$ cat src/rtl/inhibit_tt_sequencer.sv
// inhibit_tt_sequencer: sweeps the four input vectors of an inhibit gate (in1 & ~in2), samples its output
// after each dwell and reports err_cnt/pass/done. Optional macro INHIBIT_TT_FAILMASK_EN enables fail_mask.
// Revision: 1.0 - initial release
`default_nettype none

module inhibit_tt_sequencer #(
  parameter int DWELL = 50
) (
  input  logic       clk,
  input  logic       rst,
  input  logic       start,
  input  logic       inh_obs,
  output logic       in1,
  output logic       in2,
  output logic [1:0] vec_idx,
  output logic       busy,
  output logic       done,
  output logic       pass,
  output logic [2:0] err_cnt,
  output logic [3:0] fail_mask
);

  localparam int CW = $clog2(DWELL);
  localparam logic [CW-1:0] LAST = CW'(DWELL - 1);

  typedef enum logic [1:0] {IDLE = 2'd0, APPLY = 2'd1, DONE = 2'd2} state_t;

  state_t        state, state_nx;
  logic [1:0]    vec_nx;
  logic [CW-1:0] cnt, cnt_nx;
  logic [2:0]    err_nx;
  logic          sample;
  logic          mismatch;

  assign sample   = (state == APPLY) && (cnt == LAST);
  assign mismatch = inh_obs != (vec_idx[1] & ~vec_idx[0]);
  assign busy     = (state == APPLY);
  assign done     = (state == DONE);

  always_comb begin
    state_nx = state;
    vec_nx   = vec_idx;
    cnt_nx   = cnt;
    err_nx   = err_cnt;
    case (state)
      IDLE, DONE: begin
        vec_nx = 2'd0;
        cnt_nx = '0;
        if (start) begin
          state_nx = APPLY;
          err_nx   = 3'd0;
        end
      end
      APPLY: begin
        if (sample) begin
          cnt_nx = '0;
          if (mismatch) err_nx = err_cnt + 3'd1;
          if (vec_idx == 2'd3) begin
            state_nx = DONE;
            vec_nx   = 2'd0;
          end else begin
            vec_nx = vec_idx + 2'd1;
          end
        end else begin
          cnt_nx = cnt + CW'(1);
        end
      end
      default: begin
        state_nx = IDLE;
        vec_nx   = 2'd0;
        cnt_nx   = '0;
      end
    endcase
  end

  // Gate drives and pass are registered from next-state so they are glitch-free at the pins.
  always_ff @(posedge clk) begin
    if (rst) begin
      state   <= IDLE;
      vec_idx <= 2'd0;
      cnt     <= '0;
      err_cnt <= 3'd0;
      in1     <= 1'b0;
      in2     <= 1'b0;
      pass    <= 1'b0;
    end else begin
      state   <= state_nx;
      vec_idx <= vec_nx;
      cnt     <= cnt_nx;
      err_cnt <= err_nx;
      in1     <= (state_nx == APPLY) & vec_nx[1];
      in2     <= (state_nx == APPLY) & vec_nx[0];
      pass    <= (state_nx == DONE) && (err_nx == 3'd0);
    end
  end

`ifdef INHIBIT_TT_FAILMASK_EN
  logic [3:0] mask_r, mask_nx;

  always_comb begin
    mask_nx = mask_r;
    if ((state != APPLY) && start) mask_nx = 4'b0000;
    else if (sample && mismatch) mask_nx[vec_idx] = 1'b1;
  end

  always_ff @(posedge clk) begin
    if (rst) mask_r <= 4'b0000;
    else     mask_r <= mask_nx;
  end

  assign fail_mask = mask_r;
`else
  assign fail_mask = 4'b0000;
`endif

endmodule

`default_nettype wire

$ cat config.mk
export PLATFORM = sky130hd
export DESIGN_NAME = inhibit_tt_sequencer
export DESIGN_NICKNAME = d
export VERILOG_FILES = /design/src/rtl/inhibit_tt_sequencer.sv
export SDC_FILE = /design/constraint.sdc
export NUM_CORES = 1
export LEC_CHECK = 0
export ABC_CLOCK_PERIOD_IN_PS = 2580
export CORE_MARGIN = 1.5
export CORE_UTILIZATION = 30
export CTS_CLUSTER_SIZE = 10
export DETAILED_ROUTE_END_ITERATION = 6
export PLACE_DENSITY = 0.59
export RECOVER_POWER = 25
export SETUP_SLACK_MARGIN = 0.4
export SLEW_MARGIN = 20
export SYNTH_ARGS = -nofsm -noshare
export SYNTH_HDL_FRONTEND = slang
export SYNTH_SLANG_ARGS = --single-unit
$ cat constraint.sdc
create_clock -name clk -period 2.58 [get_ports clk]
set_input_delay 0.387 -clock clk [delete_from_list [all_inputs] [get_ports clk]]
set_output_delay 0.387 -clock clk [all_outputs]
set_load 0.005 [all_outputs]
==> summary.md <==
| Metric | Value |
|---|---|
| Worst hold path stage count | `1` |
| Layout area overhead | `16.7%` |
| Die Wd | `54.9 um` |
| Hold Crit Endpoint | `cnt[0]` |
| Total power | `409 uW` |
| Worst-skew pair later-pin latency | `0.28 ns` |
| Met2 usage | `0.139` |
| Kind of end point of the critical path | `output port` |
| Cells after Synth | `81` |
| Maximum VDD drop | `171 uV` |
| Initial antenna violation count | `0` |
| Met3 GRT Util | `0.0242` |
| Post-CTS setup buffers | `0` |
| Die Y | `54.9 um` |
| P per Cell Area | `433 nW/um^2` |
| Critical path peak fanout | `8` |
| Max frequency | `0.517 GHz` |
| Vias in the first global route | `489` |
| Site Rows | `18` |
| Worst hold margin | `0.473 ns` |
| Outcome | `completed` |
| Minimum clock period | `1.93 ns` |
| First-pass GRT wire length | `2230 um` |
| DRT antenna net count | `0` |
| Post-synthesis register bit count | `16` |
| Critical Path, Cell by Cell | `nand2b_1, inv_1, clkdlybuf4s50_1` |
| Grt met1 use | `0.155` |
| Unrepaired setup endpoints after global routing | `no` |
| Post-layout util | `0.375` |
| Clk sinks | `16` |
| Post-synth EDFFs | `0` |
| Netlist Area Pre-Place | `810 sq um` |
| Kind of critical path | `reg -> out` |
| Seq pwr share | `0.615` |
| R2r endpoint | `pass` |
| H-Tree Depth | `1` |
| Routed WL | `1310 um` |
| Netlist cell types | `30` |
| Slowest CP cell | `clkdlybuf4s50_1` |
| Initial Util | `0.321` |
| R2R Path Start | `vec_idx[0]` |
| Max-Cap Viols | `0` |
| Deepest clock path buffer count | `2` |
| CTS Buf Count | `3` |
| DRC Markers | `0` |
| # resized after CTS | `0` |
| Vias | `545` |
| Reg clk slew, reported paths | `0.09 ns` |
| Total core area | `2520 sq um` |
| # IOs | `18` |
| P_sw | `92.9 uW` |
| TritonCTS clock tree | `built` |
| Clk network pwr share | `0.311` |
| Total grt overflow | `0` |
| Global route hottest layer | `met1` |
| Reg2Reg Depth | `6` |
| Die Footprint | `3020 sq um` |
| Synth warnings | `0` |
| Drt pass-1 iters | `3` |
| Asr flop ratio synth | `0` |
| Hold crit path type | `reg -> reg` |
| WP data arrival | `1.55 ns` |
| DR WL/cell | `10.7 um` |
| Sw Share | `0.227` |
| R2r setup slk | `0.71 ns` |
| Final nets | `104` |
| Gate power share | `0.074` |
| Total GRT Usage | `0.106` |
| Final Setup Violations | `0` |
| Worst path bufs/invs | `2` |
| Number of diodes | `0` |
| Sequential cell area fraction in the yosys report | `0.396` |
| Primary FF master, synth | `dfxtp_1` |
| CP required | `2.19 ns` |
| Internal | `316 uW` |
| Largest net degree at the start of global routing | `12` |
| Setup crit start kind | `flip-flop` |
| LEAKAGE | `0.000368 uW` |
| Crit-path max cell delay | `0.51 ns` |
| Iter 0 DRT Violations | `11` |
| # fillers | `263` |
| Avg Cell Area, Syn | `9.99 sq um` |
| Hold wc startpoint | `cnt[0]` |
| CP top delay family | `buffers and inverters` |
| Vias per cell | `4.43` |
| Hold Buf Count CTS | `0` |
| Global placer's final weighted congestion | `0.709` |
| Port Buf Inserts | `13` |
| Setup TNS | `0 ns` |
| Layout cell share with drive strength beyond 1 | `0.0860` |
| Half-perimeter wire length after detailed placement | `989 um` |
| Crit share post-route | `0.750` |
| CTS Root Cell | `clkbuf_4` |
| Fin. Hold Viols | `0` |
| Slew Limit Fails | `0` |
| Final Skew | `0.00637 ns` |
[worst reg2reg max path, cell delays in order, from the launching register on]
cell,delay (ns)
dfxtp_1,0.41
inv_1,0.06
ha_1,0.23
xnor2_2,0.25
nor4_4,0.08
or3_1,0.38
a2111oi_2,0.36
[registers in the layout, summed over array words and instances (netlist names)]
| name | cells |
|---|---|
| state | 2 |
| in2 | 1 |
| err_cnt | 3 |
| vec_idx | 2 |
| cnt | 6 |
| in1 | 1 |
| pass | 1 |
[power by group through the flow]
stage	Combinational, uW	Sequential, uW	Clock, uW
finish	30.3	252	127
global route	34.0	252	146
CTS	31.0	252	133
detailed placement	30.8	257	0
global placement	30.7	257	0
floorplan	27.2	257	0
[cell type report]
| type | count | area, sq um | share of cell area |
|---|---|---|---|
| Multi-Input combinational cell | 55 | 412 | 0.436 |
| Sequential cell | 16 | 320 | 0.339 |
| Timing Repair Buffer | 13 | 130 | 0.138 |
| Tap cell | 30 | 37.5 | 0.0397 |
| Clock buffer | 3 | 22.5 | 0.0238 |
| Inverter | 6 | 22.5 | 0.0238 |
[worst max path at each step]
stage / cells after the start / start / endpoint / slack [ns]
6_report: 3 / state[0] / busy / 0.65
5_1_grt: 3 / state[0] / busy / 0.52
4_1_cts: 3 / state[0] / busy / 0.63
3_5_place_dp: 5 / inh_obs / pass / 0.58
3_3_place_gp: 5 / inh_obs / pass / 0.63
2_1_floorplan: 6 / vec_idx[0] / pass / 0.85
[logic make-up after synthesis]
kind of cell / count (synthesis) / synth area share
and+or+nand+nor: 31 / 0.247
DFF: 16 / 0.396
buffers and inverters: 13 / 0.0881
xor gates and xnor gates: 6 / 0.0742
adders and majority gates: 5 / 0.0773
AOI/OAI and AO/OA: 5 / 0.0634
muxes: 4 / 0.0495
other: 1 / 0.00463
[per-layer routing]
layer	vias to the layer above	share of wire	routed length (um)
met4	0	0.0076	10
met2	13	0.43	564
met5	-	0	0
met3	2	0.037	49
met1	244	0.52	687
li1	286	-	-
[cells in the mapped netlist (2+ instances only)]
cell type  number  share of area
a2111oi_2       2          0.037
buf_4           4          0.037
clkbuf_1        2         0.0093
dfxtp_1        16           0.40
ha_1            5          0.077
inv_1           6          0.028
mux2i_1         4          0.049
nand2_1         2         0.0093
nand3_1         2          0.012
nand3b_1        2          0.019
nor2_1         10          0.046
nor3_1          4          0.025
or3_1           2          0.015
xnor2_1         3          0.032
xor2_1          2          0.022
[placed cells by master (no fill, tap or decap), drive strengths merged, types with 2 or more instances in the layout]
master	Yosys	routed
clkdlybuf4s50	0	10
nand3b	2	2
nand3	2	2
mux2i	4	4
clkbuf	2	3
nor4	2	2
conb	1	4
inv	6	6
dfxtp	16	16
or3	2	2
xnor2	4	4
a2111oi	2	2
nand2b	2	2
nand2	2	2
ha	5	5
dlygate4sd3	0	3
xor2	2	2
nor3	4	4
nor2	11	11
[stage by stage]
| step | setup WS (ns) | area [sq um] | std cells |
|---|---|---|---|
| floorplan | 0.854 | 821 | 84 |
| global placement | 0.634 | 940 | 120 |
| CTS | 0.630 | 962 | 123 |
| finish | 0.646 | 945 | 123 |
| global route | 0.520 | 945 | 123 |
| detailed placement | 0.578 | 940 | 120 |
No activity file was read; power rests on OpenSTA's default activity.
